$ cat src/rtl/sdp_fifo_ctrl_if.sv
// Bus bundle for sdp_fifo_ctrl: producer push side, RAM port side and
// first-word-fall-through consumer side. The FIFO controller takes the slave
// modport; whatever surrounds it (producer, RAM, consumer) takes master.
interface sdp_fifo_ctrl_if #(
    parameter int unsigned ADDR  = 6,
    parameter int unsigned WIDTH = 16
);
    logic              push;
    logic [WIDTH-1:0]  push_data;
    logic              full;
    logic              ovf;
    logic              ram_wea;
    logic [ADDR-1:0]   ram_addra;
    logic [WIDTH-1:0]  ram_dia;
    logic [ADDR-1:0]   ram_addrb;
    logic [WIDTH-1:0]  ram_dob;
    logic              rd_valid;
    logic              rd_ready;
    logic [WIDTH-1:0]  rd_data;
    logic [ADDR+1:0]   count;

    modport slave (
        input  push, push_data, ram_dob, rd_ready,
        output full, ovf, ram_wea, ram_addra, ram_dia, ram_addrb,
               rd_valid, rd_data, count
    );

    modport master (
        output push, push_data, ram_dob, rd_ready,
        input  full, ovf, ram_wea, ram_addra, ram_dia, ram_addrb,
               rd_valid, rd_data, count
    );
endinterface

$ cat src/rtl/sdp_fifo_ctrl.sv
// FIFO controller around an external simple-dual-port RAM with 1-cycle read
// latency. A 2-entry prefetch buffer (output register + skid register)
// gives first-word-fall-through reads at 1 word/cycle.
module sdp_fifo_ctrl #(
    parameter int unsigned ADDR  = 6,
    parameter int unsigned WIDTH = 16
) (
    input  logic            clk,
    input  logic            rst_n,
    sdp_fifo_ctrl_if.slave  bus
);
    localparam int unsigned DEPTH = 2 ** ADDR;

    logic [ADDR-1:0]  wptr_q, wptr_d;
    logic [ADDR-1:0]  rptr_q, rptr_d;
    logic [ADDR:0]    ram_cnt_q, ram_cnt_d;
    logic [ADDR+1:0]  count_q, count_d;
    logic             inflight_q;
    logic             ovf_q;
    logic             out_valid_q, out_valid_d;
    logic             skid_valid_q, skid_valid_d;
    logic [WIDTH-1:0] out_data_q, out_data_d;
    logic [WIDTH-1:0] skid_data_q, skid_data_d;

    logic             full;
    logic             wea;
    logic             pop;
    logic             rd_issue;
    logic [1:0]       occ;

    // Write/read-issue qualification and pointer/counter next state.
    // Occupancy after this cycle's pop never exceeds 2 (out + skid + inflight),
    // so a 2-bit sum is sufficient; pop implies out_valid, so no underflow.
    always_comb begin
        full      = (ram_cnt_q == (ADDR+1)'(DEPTH));
        wea       = bus.push & ~full & rst_n;
        pop       = out_valid_q & bus.rd_ready;
        occ       = {1'b0, out_valid_q} + {1'b0, skid_valid_q}
                  + {1'b0, inflight_q} - {1'b0, pop};
        rd_issue  = (ram_cnt_q != '0) && (occ < 2'd2);
        wptr_d    = wea      ? wptr_q + 1'b1 : wptr_q;
        rptr_d    = rd_issue ? rptr_q + 1'b1 : rptr_q;
        ram_cnt_d = ram_cnt_q + (ADDR+1)'(wea) - (ADDR+1)'(rd_issue);
        count_d   = count_q + (ADDR+2)'(wea) - (ADDR+2)'(pop);
    end

    // Prefetch buffer steering: landing RAM data fills the first slot that is
    // free after this cycle's pop; skid always drains into output first.
    always_comb begin
        out_valid_d  = out_valid_q;
        skid_valid_d = skid_valid_q;
        out_data_d   = out_data_q;
        skid_data_d  = skid_data_q;
        if (pop) begin
            if (skid_valid_q) begin
                out_valid_d = 1'b1;
                out_data_d  = skid_data_q;
                if (inflight_q) begin
                    skid_data_d = bus.ram_dob;
                end else begin
                    skid_valid_d = 1'b0;
                end
            end else if (inflight_q) begin
                out_valid_d = 1'b1;
                out_data_d  = bus.ram_dob;
            end else begin
                out_valid_d = 1'b0;
            end
        end else if (inflight_q) begin
            if (!out_valid_q) begin
                out_valid_d = 1'b1;
                out_data_d  = bus.ram_dob;
            end else begin
                skid_valid_d = 1'b1;
                skid_data_d  = bus.ram_dob;
            end
        end
    end

    // Control state: pointers, counters, valid flags, overflow pulse.
    always_ff @(posedge clk or negedge rst_n) begin
        if (!rst_n) begin
            wptr_q       <= '0;
            rptr_q       <= '0;
            ram_cnt_q    <= '0;
            count_q      <= '0;
            inflight_q   <= 1'b0;
            ovf_q        <= 1'b0;
            out_valid_q  <= 1'b0;
            skid_valid_q <= 1'b0;
        end else begin
            wptr_q       <= wptr_d;
            rptr_q       <= rptr_d;
            ram_cnt_q    <= ram_cnt_d;
            count_q      <= count_d;
            inflight_q   <= rd_issue;
            ovf_q        <= bus.push & full;
            out_valid_q  <= out_valid_d;
            skid_valid_q <= skid_valid_d;
        end
    end

    // Data registers carry no reset; their valid flags qualify them.
    always_ff @(posedge clk) begin
        out_data_q  <= out_data_d;
        skid_data_q <= skid_data_d;
    end

    assign bus.full      = full;
    assign bus.ovf       = ovf_q;
    assign bus.ram_wea   = wea;
    assign bus.ram_addra = wptr_q;
    assign bus.ram_dia   = bus.push_data;
    assign bus.ram_addrb = rptr_q;
    assign bus.rd_valid  = out_valid_q;
    assign bus.rd_data   = out_data_q;
    assign bus.count     = count_q;
endmodule

$ cat src/flat_wrapper.sv
// flat-port wrapper written by rule: the top's interface ports become plain ports
module sdp_fifo_ctrl_flat 
#(
    parameter int unsigned ADDR  = 6,
    parameter int unsigned WIDTH = 16
)
  (clk, rst_n, bus_push, bus_push_data, bus_ram_dob, bus_rd_ready, bus_full, bus_ovf, bus_ram_wea, bus_ram_addra, bus_ram_dia, bus_ram_addrb, bus_rd_valid, bus_rd_data, bus_count);
  sdp_fifo_ctrl_if #(.ADDR(ADDR), .WIDTH(WIDTH)) bus_i ();
  input  logic clk;
  input  logic rst_n;
  input wire logic [$bits(bus_i.push)-1:0] bus_push;
  input wire logic [$bits(bus_i.push_data)-1:0] bus_push_data;
  input wire logic [$bits(bus_i.ram_dob)-1:0] bus_ram_dob;
  input wire logic [$bits(bus_i.rd_ready)-1:0] bus_rd_ready;
  output wire logic [$bits(bus_i.full)-1:0] bus_full;
  output wire logic [$bits(bus_i.ovf)-1:0] bus_ovf;
  output wire logic [$bits(bus_i.ram_wea)-1:0] bus_ram_wea;
  output wire logic [$bits(bus_i.ram_addra)-1:0] bus_ram_addra;
  output wire logic [$bits(bus_i.ram_dia)-1:0] bus_ram_dia;
  output wire logic [$bits(bus_i.ram_addrb)-1:0] bus_ram_addrb;
  output wire logic [$bits(bus_i.rd_valid)-1:0] bus_rd_valid;
  output wire logic [$bits(bus_i.rd_data)-1:0] bus_rd_data;
  output wire logic [$bits(bus_i.count)-1:0] bus_count;
  assign bus_i.push = bus_push;
  assign bus_i.push_data = bus_push_data;
  assign bus_i.ram_dob = bus_ram_dob;
  assign bus_i.rd_ready = bus_rd_ready;
  assign bus_full = bus_i.full;
  assign bus_ovf = bus_i.ovf;
  assign bus_ram_wea = bus_i.ram_wea;
  assign bus_ram_addra = bus_i.ram_addra;
  assign bus_ram_dia = bus_i.ram_dia;
  assign bus_ram_addrb = bus_i.ram_addrb;
  assign bus_rd_valid = bus_i.rd_valid;
  assign bus_rd_data = bus_i.rd_data;
  assign bus_count = bus_i.count;
  sdp_fifo_ctrl #(.ADDR(ADDR), .WIDTH(WIDTH)) u_core (.clk(clk), .rst_n(rst_n), .bus(bus_i));
endmodule
$ cat config.mk
export PLATFORM = sky130hd
export DESIGN_NAME = sdp_fifo_ctrl_flat
export DESIGN_NICKNAME = d
export VERILOG_FILES = /design/src/rtl/sdp_fifo_ctrl_if.sv /design/src/rtl/sdp_fifo_ctrl.sv /design/src/flat_wrapper.sv
export SDC_FILE = /design/constraint.sdc
export NUM_CORES = 1
export LEC_CHECK = 0
export ABC_AREA = 1
export CORE_ASPECT_RATIO = 1.75
export CORE_MARGIN = 5
export CORE_UTILIZATION = 54
export CTS_BUF_LIST = sky130_fd_sc_hd__clkbuf_8
export CTS_CLUSTER_DIAMETER = 80
export DETAILED_ROUTE_END_ITERATION = 12
export GPL_ROUTABILITY_DRIVEN = 0
export GPL_TIMING_DRIVEN = 0
export PLACE_DENSITY = 0.95
export REMOVE_ABC_BUFFERS = 1
export SETUP_SLACK_MARGIN = 0.1
export SKIP_LAST_GASP = 1
export SLEW_MARGIN = 20
export SYNTH_ARGS = -nofsm -noshare
export SYNTH_HDL_FRONTEND = slang
export SYNTH_SLANG_ARGS = --single-unit
$ cat constraint.sdc
create_clock -name clk -period 8.2 [get_ports clk]
set_input_delay 1.64 -clock clk [delete_from_list [all_inputs] [get_ports clk]]
set_output_delay 1.64 -clock clk [all_outputs]
set_load 0.05 [all_outputs]
---- Yosys cells after proc, flatten, opt, wreduce, memory -nomap -nowiden ----
Index checks and enable logic that the tools add are counted.
operators by class
  add/subtract/negate cells ............... 9
  $mul .................................... 0
  div/mod/pow operators ................... 0
  magnitude comparators ................... 1
  equality and inequality tests ........... 4
  shifts and indexed selects .............. 0
  multiplexer cells ....................... 17
  bitwise operators ....................... 5
  reductions and logical operators ........ 8
operators by type and width
  kind                   number
  $mux W16               9
  $add A6 B1 Y6 const B  2
  $add A8 B1 Y8          1
  $mux W1                8
  $sub A8 B1 Y8          1
  $add A7 B1 Y7          1
  $eq A7 B7 Y1 const B   1
  $reduce_bool A7 Y1     1
  $sub A7 B1 Y7          1
  $reduce_bool A2 Y1     3
  $and A1 B1 Y1          4
  $ne A2 B1 Y1 const B   2
  $reduce_and A4 Y1      1
  $reduce_and A3 Y1      1
  $add A1 B1 Y2          1
  $add A2 B1 Y2          1
  $lt A2 B2 Y1 const B   1
  $ne A2 B2 Y1 const B   1
  $reduce_and A2 Y1      1
  $sub A2 B1 Y2          1
  $logic_and A1 B1 Y1    1
  $not A1 Y1             1
word-level totals
  register bits ........................... 63
  latch bits .............................. 0
  RAM bits ................................ 0
  bits in read-only memories .............. 0
  output and inout port bits .............. 56
  word-level logic and storage cells ...... 54
  memories kept ........................... 0

---- Longest topological paths before layout ----
Gate-level depths: netlist of run 1.
  depth in word-level cells ............... 6
  gate-level depth with buffers ........... 20

---- Worst setup path before layout of run 1 ----
OpenSTA, ideal clock, no wires.
  path kind ............................... input to register
  from .................................... input bus_rd_ready
  to ...................................... register u_core.ram_cnt_q[6]
  arrival ................................. 3885 ps
  required time ........................... 8083 ps
  path slack .............................. 4198 ps
  cell stages on the path ................. 19
  buffers on the path ..................... 0
  path through ............................ nand2_2 > ha_1 > ha_1 > nand2_1 > nand2_1 > nand2_1 > nand2_1 > nor2_4 > ha_1 > inv_1 > ha_1 > inv_1 > fa_1 > inv_1 > nand2_1 > nand2_1 > nand3_1 > nand3b_1 > nand2_1
on the way
  word-level cells in the longest chain between the ends .. 5
ends and longest elaborated chain
  item                     RTL line             text
  start, declared          flat_wrapper.sv:14   input wire logic [$bits(bus_i.rd_ready)-1:0] bus_rd_ready;
  $and A1 B1 Y1            sdp_fifo_ctrl.sv:37  pop = out_valid_q & bus.rd_ready;
  $sub A2 B1 Y2            sdp_fifo_ctrl.sv:39  + {1'b0, inflight_q} - {1'b0, pop};
  $lt A2 B2 Y1             sdp_fifo_ctrl.sv:40  rd_issue = (ram_cnt_q != '0) && (occ < 2'd2);
  $logic_and A1 B1 Y1      sdp_fifo_ctrl.sv:40
  net u_core.rd_issue      sdp_fifo_ctrl.sv:28  logic rd_issue;
  $sub A7 B1 Y7            sdp_fifo_ctrl.sv:43  ram_cnt_d = ram_cnt_q + (ADDR+1)'(wea) - (ADDR+1)'(rd_issue);
  net u_core.ram_cnt_d[6]  sdp_fifo_ctrl.sv:16  logic [ADDR:0] ram_cnt_q, ram_cnt_d;
  end signal, assigned     sdp_fifo_ctrl.sv:94  ram_cnt_q <= ram_cnt_d;
  end, declared            sdp_fifo_ctrl.sv:16
The timed path passes the listed nets, and every way through them passes these cells.
A chain may end at the register's enable or synchronous reset.

---- Worst setup path after layout of run 1 ----
  from .................................... input bus_push
  to ...................................... output bus_ram_wea
on the way
  word-level cells in the longest chain between the ends .. 2
ends and longest elaborated chain
  item                         RTL line             text
  start, declared              flat_wrapper.sv:11   input wire logic [$bits(bus_i.push)-1:0] bus_push;
  $and A1 B1 Y1 (2 in series)  sdp_fifo_ctrl.sv:36  wea = bus.push & ~full & rst_n;
  end, declared                flat_wrapper.sv:17   output wire logic [$bits(bus_i.ram_wea)-1:0] bus_ram_wea;
Every way passes these cells.

==> metrics.md, run 1 <==
| Metric | Value |
|---|---|
| Area Overhead vs Synth | `23.6%` |
| Cell Int Power | `just over 0.001 W` |
| Synthesized instance count | `between 300 and 400` |
| Hold Path Class | `flop to flop` |
| Top Metal Used | `met4` |
| Family with the most delay on the worst path | `buffers and inverters` |
| Crit path time final | `4.95 ns` |
| Wire length on met3 | `376 microns` |
| Vias | `2,489` |
| DP Wirelength | `5230 microns` |
| Core region area | `5930 sq um` |
| Die height | `113 microns` |
| Synth Warn # | `0` |
| Layout Nets | `approximately 470` |
| Die area | `around 7800 sq um` |
| Crit Path Max Fanout | `10` |
| FMAX | `around 200 MHz` |
| Area fraction of the dominant cell type after synthesis | `just under 30%` |
| Diode count | `0` |
| Clk sinks | `between 60 and 70` |
| WP buf/inv | `3` |
| Most numerous cell in the Yosys netlist | `nand2_1` |
| Pwr/cell area | `a little under 500 nW/um^2` |
| Arrival @ worst endpoint | `3.31 ns` |
| Clock Skew | `0.00704 ns` |
| DR WL met2 | `around 3700 microns` |
| Number of remaining DRC errors | `0` |
| Most frequent cell on the critical path | `clkdlybuf4s50_1` |
| Max-slew headroom | `48.8%` |
| Hold Slack | `~0.53 ns` |
| # H-tree levels | `3` |
| # setup viols final | `0` |
| Die W | `69.1 microns` |
| Worst slew pin tran | `roughly 0.77 ns` |
| RSZ-0062 raised after global routing | `false` |
| Max-slew violations | `0` |
| Crit path largest cell delay | `approximately 0.81 ns` |
| Post-CTS Setup Inserts | `0` |
| Maxcap violations | `0` |
| Wl on met1 | `2820 microns` |
| Critical path class | `input pin to output port` |
| Num rows | `37` |
| Vias in the first global route | `between 2,000 and 3,000` |
| Fraction of layout cells with a size suffix above 1 | `around 7.8%` |
| Ys async rst share | `49.2%` |
| Worst skew pair latency | `~0.33 ns` |
| Status | `completed` |
| Vias per inst | `between 5 and 6` |
| Slowest CP cell | `clkdlybuf4s50_1` |
| Net switching power | `roughly 0.00095 W` |
| Resized Gates After CTS | `0` |
| Per-cell routed wire length | `roughly 14 microns` |
| Seq/Total Area, Yosys | `a little over half` |
| First-pass GRT wire length | `around 12,000 microns` |
| Combinational group share of total power | `57.0%` |
| Crit share post-route | `about 60%` |
| Setup TNS | `0 ns` |
| Largest net degree at the start of global routing | `30` |
| Clk pwr share | `~13%` |
| # hold bufs at CTS | `0` |
| Initial antenna violation count | `0` |
| Startpoint Class | `input pin` |
| CTS tree | `built` |
| Sw Share | `between 40 and 50%` |
| Clock-pin slew on the worst setup and hold paths | `roughly 0.070 ns` |
| Overflow after GRT | `0` |
| Post-Syn Area | `roughly 3300 sq um` |
| Synth cell types | `27` |
| Initial drt markers | `160` |
| Starting Density | `between 50% and 60%` |
| Post-route antenna net violation count | `0` |
| CP Capture Type | `output port` |
| Gr usage total | `a little under a fifth` |
| Static leakage | `slightly below 2 nW` |
| Root Buffer | `clkbuf_8` |
| I/O pin count | `92` |
| TritonCTS Buffers | `9` |
| Max IR drop VDD | `approximately 290 uV` |
| Total Routed Length | `7050 microns` |
| First-pass DRT Iterations | `4` |
| Sequential group share of total power | `30.1%` |
| Leading area contributor after synthesis | `edfxtp_1` |
| EDFF count, synth | `32` |
| CP cell instances | `clkdlybuf4s50_1 -> nand3_4 -> inv_2 -> clkdlybuf4s50_1` |
| Fin. Hold Viols | `0` |
| Syn Area/Cell | `around 9.4 sq um` |
| Synth top area cells | `edfxtp_1 29%, dfrtp_1 24%, nand2_1 14%` |
| Bufs on Longest Clock Path | `2` |
| Synth top cells by count | `119 x nand2_1, 39 x inv_1, 32 x edfxtp_1` |
| Critical path required time | `between 6 and 7 ns` |
| #FFs+latches synth | `63` |
| Ys flop type | `edfxtp_1` |
| Port-buffer cells | `between 50 and 60` |
[per-layer routing]
| layer | up-vias | GRT usage, % |
|---|---|---|
| met5 | - | 1.96 |
| met4 | 0 | 8.34 |
| met3 | 16 | 6.58 |
| met2 | 65 | 33.9 |
| met1 | 1193 | 20.3 |
| li1 | 1215 | - |
[cell type report]
class                           count  area [sq um]
Clock buffer                        9           124
Clock inverter                      7          63.8
Fill cell                         493          1850
Inverter                           43           164
Multi-Input combinational cell    226          1260
Sequential cell                    63          1740
Tap cell                           78          97.6
Timing Repair Buffer               62           624
[cell families (layout without fill, tap and decap cells)]
kind of cell	after synthesis	after routing	synth area share, %
and+or+nand+nor	178	178	23.2
DFF	63	63	52.7
AOI/OAI and AO/OA	10	10	1.59
buffers and inverters	63	121	9.23
adders and majority gates	24	24	9.57
xor gates and xnor gates	14	14	3.72
[power groups by stage]
stage                     logic, W  clock network [W]  registers (W)
after global placement     0.00106                  0       0.000601
final                      0.00114           0.000257       0.000601
after global routing       0.00126           0.000280       0.000619
after CTS                  0.00114           0.000261       0.000601
after detailed placement   0.00114                  0       0.000606
after floorplan           0.000559                  0       0.000847
[metrics by stage]
step / instance area, sq um / util, % / power, W / cells / setup slack [ns]
floorplan: 3160 / - / 0.00141 / 332 / 4.19
global placement: 3840 / 64.9 / 0.00167 / 469 / 2.04
detailed placement: 3890 / 65.6 / 0.00174 / 472 / 3.27
CTS: 4070 / 68.8 / 0.00201 / 488 / 3.25
global route: 4070 / 68.8 / 0.00216 / 488 / 3.18
finish: 4070 / 68.8 / 0.00199 / 488 / 3.25
[flip-flops by register name, summed over array words and instances (netlist names)]
signal / flops
u_core.bus.rd_data: 16
u_core.skid_data_q: 16
u_core.bus.count: 8
u_core.ram_cnt_q: 7
u_core.bus.ram_addra: 6
u_core.bus.ram_addrb: 6
u_core.bus.ovf: 1
u_core.bus.rd_valid: 1
u_core.inflight_q: 1
u_core.skid_valid_q: 1
[final timing paths]
path | from | slack (ns) | endpoint | cells after the start
min in group asynchronous | rst_n | 1.12 | u_core.bus.count[4]$_DFF_PN0_ | 1
worst min register to register | u_core.bus.count[0]$_DFF_PN0_ | 0.53 | u_core.bus.count[0]$_DFF_PN0_ | 1
worst max register to register | u_core.bus.rd_valid$_DFFE_PN0P_ | 5.08 | u_core.ram_cnt_q[6]$_DFF_PN0_ | 19
worst max-delay path | bus_push | 3.25 | bus_ram_wea | 4
worst min-delay path | u_core.bus.count[0]$_DFF_PN0_ | 0.53 | u_core.bus.count[0]$_DFF_PN0_ | 1
max in group asynchronous | rst_n | 6.69 | u_core.bus.ram_addrb[3]$_DFFE_PN0P_ | 2
[cells in the final DEF, fill, tap and decap left out, types with 3 or more instances in the layout]
master	synthesis	layout
a21oi_1	5	4
clkbuf_8	0	9
clkdlybuf4s50_1	0	58
clkinv_2	0	3
dfrtp_1	31	31
edfxtp_1	32	32
ha_1	22	22
inv_1	39	39
inv_2	3	3
nand2_1	119	119
nand2_2	3	3
nand3_1	29	29
nand3b_1	3	3
nor2_1	15	15
xnor2_1	7	7
xor2_1	7	7
No activity file was read; power rests on OpenSTA's default activity.
==> inputs of run 2 (changes only) <==
--- a/config.mk
+++ b/config.mk
@@ -8,13 +8,13 @@
 export ABC_AREA = 1
 export CORE_ASPECT_RATIO = 1.75
 export CORE_MARGIN = 5
-export CORE_UTILIZATION = 54
+export CORE_UTILIZATION = 45
 export CTS_BUF_LIST = sky130_fd_sc_hd__clkbuf_8
 export CTS_CLUSTER_DIAMETER = 80
 export DETAILED_ROUTE_END_ITERATION = 12
 export GPL_ROUTABILITY_DRIVEN = 0
 export GPL_TIMING_DRIVEN = 0
-export PLACE_DENSITY = 0.95
+export PLACE_DENSITY = 0.85
 export REMOVE_ABC_BUFFERS = 1
 export SETUP_SLACK_MARGIN = 0.1
 export SKIP_LAST_GASP = 1
==> constraint.sdc (replaced) <==
create_clock -name clk -period 4.5 [get_ports clk]
set_input_delay 0.9 -clock clk [delete_from_list [all_inputs] [get_ports clk]]
set_output_delay 0.9 -clock clk [all_outputs]
set_load 0.05 [all_outputs]
==> run 2 against run 1 <==
  * First-iteration DRC count rose by 7.5%
  * Die area rose by 18%
  * Clock skew rose by 0.00078 ns
  * Critical endpoint is now u_core.ram_cnt_q[6]$_DFF_PN0_
==> metrics.md, run 2 (synthesis results as in run 1) <==
| Metric | Value |
|---|---|
| Critical path class | `input pin to flop` |
| Crit path largest cell delay | `about 0.55 ns` |
| Post-route antenna net violation count | `0` |
| Crit path time final | `approximately 3.8 ns` |
| Vias per inst | `between 5 and 6` |
| Placed instance area | `approximately 3900 sq um` |
| First-pass DRT Iterations | `4` |
| Initial drt markers | `between 150 and 200` |
| Most frequent cell on the critical path | `nand2_1` |
| Clock-pin slew on the worst setup and hold paths | `0.07 ns` |
| Status | `completed` |
| Layout Nets | `~470` |
| FMAX | `roughly 270 MHz` |
| Clk sinks | `63` |
| # setup viols final | `0` |
| # H-tree levels | `3` |
| Resized Gates After CTS | `0` |
| Hold Path Class | `input pin to async pin` |
| Overflow after GRT | `0` |
| Port-buffer cells | `between 50 and 60` |
| # hold bufs at CTS | `0` |
| Critical path required time | `roughly 4.7 ns` |
| Slowest CP cell | `clkdlybuf4s50_1` |
| Per-cell routed wire length | `14.0 microns` |
| Area occupied by multi-input gates | `between 1000 and 1500 sq um` |
| Fin. Hold Viols | `0` |
| Reg2reg start | `u_core.bus.rd_valid$_DFFE_PN0P_` |
| Family with the most delay on the worst path | `adder cells` |
| Largest net degree at the start of global routing | `25` |
| Filler cells | `slightly above 600` |
| I/O pin count | `92` |
| Crit share post-route | `83.8%` |
| Max-slew violations | `0` |
| RSZ-0062 raised after global routing | `false` |
| Num rows | `between 40 and 50` |
| Startpoint Class | `input pin` |
| First-pass GRT wire length | `between 10,000 and 15,000 microns` |
| Most frequent cells in the layout | `119 x nand2_1, 58 x clkdlybuf4s50_1, 39 x inv_1, 32 x edfxtp_1, 31 x dfrtp_1` |
| CP cell instances | `clkdlybuf4s50_1 -> nand2_2 -> ha_1 -> ha_1 -> nand2_1 -> nand2_1 -> nand2_1 -> nand2_1 -> nor2_4 -> ha_1 -> inv_1 -> ha_1 -> inv_1 -> fa_1 -> inv_1 -> nand2_1 -> nand2_1 -> nand3_1 -> nand3b_1 -> nand2_1` |
| Area Overhead vs Synth | `24.2%` |
| DP Wirelength | `between 5000 and 6000 microns` |
| Fraction of layout cells with a size suffix above 1 | `approximately 8.0%` |
| Core region area | `around 7000 sq um` |
| CTS tree | `built` |
| Post-CTS Setup Inserts | `0` |
| Die height | `123 microns` |
| Reg area | `approximately 1700 sq um` |
| Worst slew pin tran | `about 0.8 ns` |
| Maxcap violations | `0` |
| Total Routed Length | `a little under 7000 microns` |
| Gr usage total | `between 15 and 20%` |
| Hold Slack | `~0.43 ns` |
| TritonCTS Buffers | `9` |
| Worst skew pair latency | `around 0.34 ns` |
| Vias | `2,507` |
| Diode count | `0` |
| Bufs on Longest Clock Path | `2` |
| Die W | `around 75 microns` |
| Max IR drop VDD | `381 uV` |
| Arrival @ worst endpoint | `4.01 ns` |
| Static leakage | `slightly below 2 nW` |
| Reg2Reg Depth | `19` |
| Max-slew headroom | `approximately 47%` |
| Pre-CTS setup slack | `approximately 0.38 ns` |
| Starting Density | `a little under half` |
| Fin worst setup slack | `between 0.7 and 0.8 ns` |
| Number of remaining DRC errors | `0` |
| Crit Path Max Fanout | `7` |
| Design area | `4090 sq um` |
| R2r setup slk | `1.43 ns` |
| Vias in the first global route | `roughly 2,600` |
| Die area | `around 9200 sq um` |
| WP buf/inv | `4` |
| CP Capture Type | `flop` |
| Clock Skew | `roughly 0.008 ns` |
| Reg-to-reg endpoint | `u_core.ram_cnt_q[6]$_DFF_PN0_` |
| Root Buffer | `clkbuf_8` |
| Initial antenna violation count | `0` |
| Commonest non-fill, non-tap cell in the layout | `nand2_1` |
| Pwr/cell area | `888 nW/um^2` |
[run 2: cell count changes in the layout (fill, tap and decap cells not counted), sizes merged]
| cell | delta |
|---|---|
| clkinvlp | -1 |
| clkinv | +1 |
[run 2: worst register-to-register path, delay by kind of cell (launching register included)]
family        cells  cell delay (ns)
buf+inv           3             0.17
fa+ha+maj         5             1.37
flops             1             0.42
simple gates     11             1.00
[run 2: report_power, final]
group,switching (W),internal (W)
sequential,0.000187,0.000912
clock,0.000227,0.000256
combinational,0.00132,0.000729
[run 2: routing by layer]
layer / wire length (microns) / track usage, % / up-vias / share of wire (%)
li1: - / - / 1211 / -
met1: 2520 / 16.7 / 1186 / 36
met2: 3710 / 28.2 / 91 / 53
met3: 499 / 5.13 / 19 / 7.2
met4: 226 / 9.58 / 0 / 3.3
met5: 0 / 0 / - / 0
[run 2: layout make-up]
type / instances / share of cell area, %
inverter: 43 / 4.00
tap: 86 / 2.63
clock buffer: 9 / 3.03
sequential: 63 / 42.4
multi-input combinational: 226 / 30.9
clock inverter: 7 / 1.80
timing repair buffer: 62 / 15.3
[run 2: worst max-delay path by stage]
stage	start	end	slack, ns	depth (start not counted)
global placement	rst_n	bus_ram_wea	-0.21	4
CTS	bus_rd_ready	u_core.ram_cnt_q[6]$_DFF_PN0_	0.75	20
global route	bus_rd_ready	u_core.ram_cnt_q[6]$_DFF_PN0_	0.49	20
floorplan	bus_rd_ready	u_core.ram_cnt_q[6]$_DFF_PN0_	1.23	19
detailed placement	bus_rd_ready	u_core.ram_cnt_q[6]$_DFF_PN0_	0.38	20
finish	bus_rd_ready	u_core.ram_cnt_q[6]$_DFF_PN0_	0.73	20
[run 2: through the flow]
stage               cells  power [W]  setup TNS [ns]  utilization, %
global route          496    0.00393               0            57.0
CTS                   496    0.00366               0            57.0
global placement      477    0.00304          -0.212            53.7
finish                496    0.00363               0            57.0
floorplan             332    0.00256               0               -
detailed placement    480    0.00317               0            54.3
==> inputs of run 3 (changes only) <==
==> constraint.sdc (replaced) <==
create_clock -name clk -period 3.05 [get_ports clk]
set_input_delay 0.61 -clock clk [delete_from_list [all_inputs] [get_ports clk]]
set_output_delay 0.61 -clock clk [all_outputs]
set_load 0.05 [all_outputs]
==> run 3 against run 2 <==
  * Clock skew about the same
  * Sequential share of layout area decreased by 0.38 points
  * Routed wire length increased by 0.29%
  * Final cell count increased by 0.60%
  * Via count increased by 1.1%
  * Critical endpoint is now bus_full
  * Utilization increased by 0.56 points
  * First-iteration DRC count decreased by 9.9%
  * Worst hold slack got worse by 0.29 ns
  * Count of clock-buffer cells in the layout unchanged
  * Die area unchanged
  * Cell area increased by 0.98%
==> metrics.md, run 3 (synthesis results as in run 1) <==
| Metric | Value |
|---|---|
| Status | `completed` |
| CTS tree | `built` |
| DR WL met2 | `3730 microns` |
| Max IR drop VDD | `563 uV` |
| TritonCTS Buffers | `9` |
| Clock-pin slew on the worst setup and hold paths | `about 0.070 ns` |
| CP Capture Type | `output port` |
| Vias per inst | `between 5 and 6` |
| Post-route antenna net violation count | `0` |
| First-pass DRT Iterations | `4` |
| Port-buffer cells | `roughly 60` |
| Core region area | `about 7000 sq um` |
| Top Metal Used | `met4` |
| Worst skew pair latency | `0.34 ns` |
| Critical path class | `flop to output port` |
| Startpoint Class | `flop` |
| Crit path largest cell delay | `around 0.80 ns` |
| Most frequent cells in the layout | `115 x nand2_1, 56 x clkdlybuf4s50_1, 39 x inv_1, 32 x edfxtp_1, 30 x dfrtp_1` |
| Die height | `approximately 120 microns` |
| Worst slew pin tran | `0.794 ns` |
| Starting Density | `45.9%` |
| Crit path time final | `between 2 and 3 ns` |
| Die area | `just over 9000 sq um` |
| FMAX | `358 MHz` |
| Bufs on Longest Clock Path | `2` |
| First-pass GRT wire length | `11,500 microns` |
| Sw Share | `47.6%` |
| # H-tree levels | `3` |
| Overflow after GRT | `0` |
| Hold Slack | `about 0.14 ns` |
| Per-cell routed wire length | `roughly 14 microns` |
| Fraction of layout cells with a size suffix above 1 | `a little over a tenth` |
| DP Wirelength | `5260 microns` |
| Max-slew violations | `0` |
| Root Buffer | `clkbuf_8` |
| Combinational group share of total power | `57.4%` |
| Crit share post-route | `91.7%` |
| Net switching power | `0.00261 W` |
| Diode count | `0` |
| Vias in the first global route | `approximately 2,600` |
| Most frequent cell on the critical path | `inv_1` |
| I/O pin count | `just over 90` |
| CP cell instances | `inv_1 -> ha_1 -> nand2_1 -> inv_2 -> nand3_2 -> inv_1 -> clkdlybuf4s50_1` |
| Die W | `around 75 microns` |
| Number of remaining DRC errors | `0` |
| RSZ-0062 raised after global routing | `false` |
| # setup viols final | `0` |
| Pwr/cell area | `about 1300 nW/um^2` |
| Clk pwr share | `13.0%` |
| Layout Nets | `468` |
| Vias | `between 2,000 and 3,000` |
| Filler cells | `614` |
| Max-slew headroom | `a little under half` |
| Fin. Hold Viols | `0` |
| Wire length on met3 | `between 400 and 500 microns` |
| Maxcap violations | `0` |
| Largest net degree at the start of global routing | `25` |
| # hold bufs at CTS | `0` |
| Area Overhead vs Synth | `25.4%` |
| Initial antenna violation count | `0` |
| R2r setup slk | `around 0.26 ns` |
| Critical path required time | `around 2.4 ns` |
| Gr usage total | `16.3%` |
| Num rows | `~40` |
| Total Routed Length | `~7000 microns` |
| Arrival @ worst endpoint | `around 2.2 ns` |
| Static leakage | `1.96 nW` |
| Crit Path Max Fanout | `4` |
| Initial drt markers | `roughly 160` |
| Sequential group share of total power | `29.6%` |
| Cell Int Power | `roughly 0.0029 W` |
| Power, Total | `roughly 0.0055 W` |
| Clock Skew | `~0.0075 ns` |
| Slowest CP cell | `clkdlybuf4s50_1` |
| Commonest non-fill, non-tap cell in the layout | `nand2_1` |
| Clk sinks | `63` |
| Hold Path Class | `input pin to async pin` |
| Wl on met1 | `between 2000 and 3000 microns` |
==> run 3: cell count changes in the layout (fill, tap and decap cells not counted), sizes merged <==
cell	change
dlygate4sd2	+1
buf	+4
clkdlybuf4s50	-2
==> run 3: cell type report <==
type	count	area, sq um	share of cell area [%]
Clock buffer	9	124	3.00
Clock inverter	7	73.8	1.79
Inverter	43	164	3.96
Multi-Input combinational cell	226	1290	31.1
Sequential cell	63	1740	42.0
Tap cell	86	108	2.60
Timing Repair Buffer	65	641	15.5
==> run 3: critical path, delay by kind of cell (launching register included) <==
kind,cells,cell delay [ns]
adder cells (fa/ha/maj),1,0.21
flip-flops,1,0.40
buffers and inverters,4,1.03
AND/OR/NAND/NOR,2,0.22
==> run 3: final timing paths <==
kind	start	to	cells past startpoint
setup reg to reg	u_core.bus.rd_valid$_DFFE_PN0P_	u_core.ram_cnt_q[6]$_DFF_PN0_	19
setup / recovery	u_core.ram_cnt_q[4]$_DFF_PN0_	bus_full	7
max in group asynchronous	rst_n	u_core.bus.ram_addrb[3]$_DFFE_PN0P_	2
min in group clk	u_core.ram_cnt_q[0]$_DFF_PN0_	u_core.ram_cnt_q[0]$_DFF_PN0_	1
hold reg to reg	u_core.ram_cnt_q[0]$_DFF_PN0_	u_core.ram_cnt_q[0]$_DFF_PN0_	1
hold / removal	rst_n	u_core.ram_cnt_q[6]$_DFF_PN0_	1
==> run 3: repair_timing <==
action | 4_1_cts | 5_1_grt
endpoints found under the setup margin | 7 | 2
resized for setup | 5 | 8
pin swaps | 1 | 2
buffers inserted | 1 | 2
==> run 3: routing by layer <==
metal / GRT usage [%] / up-vias
met2: 28.1 / 91
met4: 9.80 / 0
met3: 5.21 / 21
met1: 16.7 / 1204
li1: - / 1219
met5: 0 / -
==> run 3: through the flow <==
step	cells	area (sq um)	TNS, ns	util (%)	setup slack [ns]
2_1_floorplan	332	3160	-0.125	-	-0.0690
3_3_place_gp	477	3850	-21.32	53.7	-1.08
3_5_place_dp	480	3900	-3.11	54.3	-0.776
4_1_cts	497	4100	0	57.1	0.0902
5_1_grt	499	4130	0	57.6	0.0757
6_report	499	4130	0	57.6	0.254
==> run 3: power groups by stage <==
| stage | registers [W] | clock network [W] | logic (W) |
|---|---|---|---|
| 2_1_floorplan | 0.00228 | 0 | 0.00150 |
| 3_3_place_gp | 0.00162 | 0 | 0.00287 |
| 3_5_place_dp | 0.00163 | 0 | 0.00304 |
| 4_1_cts | 0.00162 | 0.000728 | 0.00309 |
| 5_1_grt | 0.00166 | 0.000777 | 0.00348 |
| 6_report | 0.00162 | 0.000712 | 0.00314 |
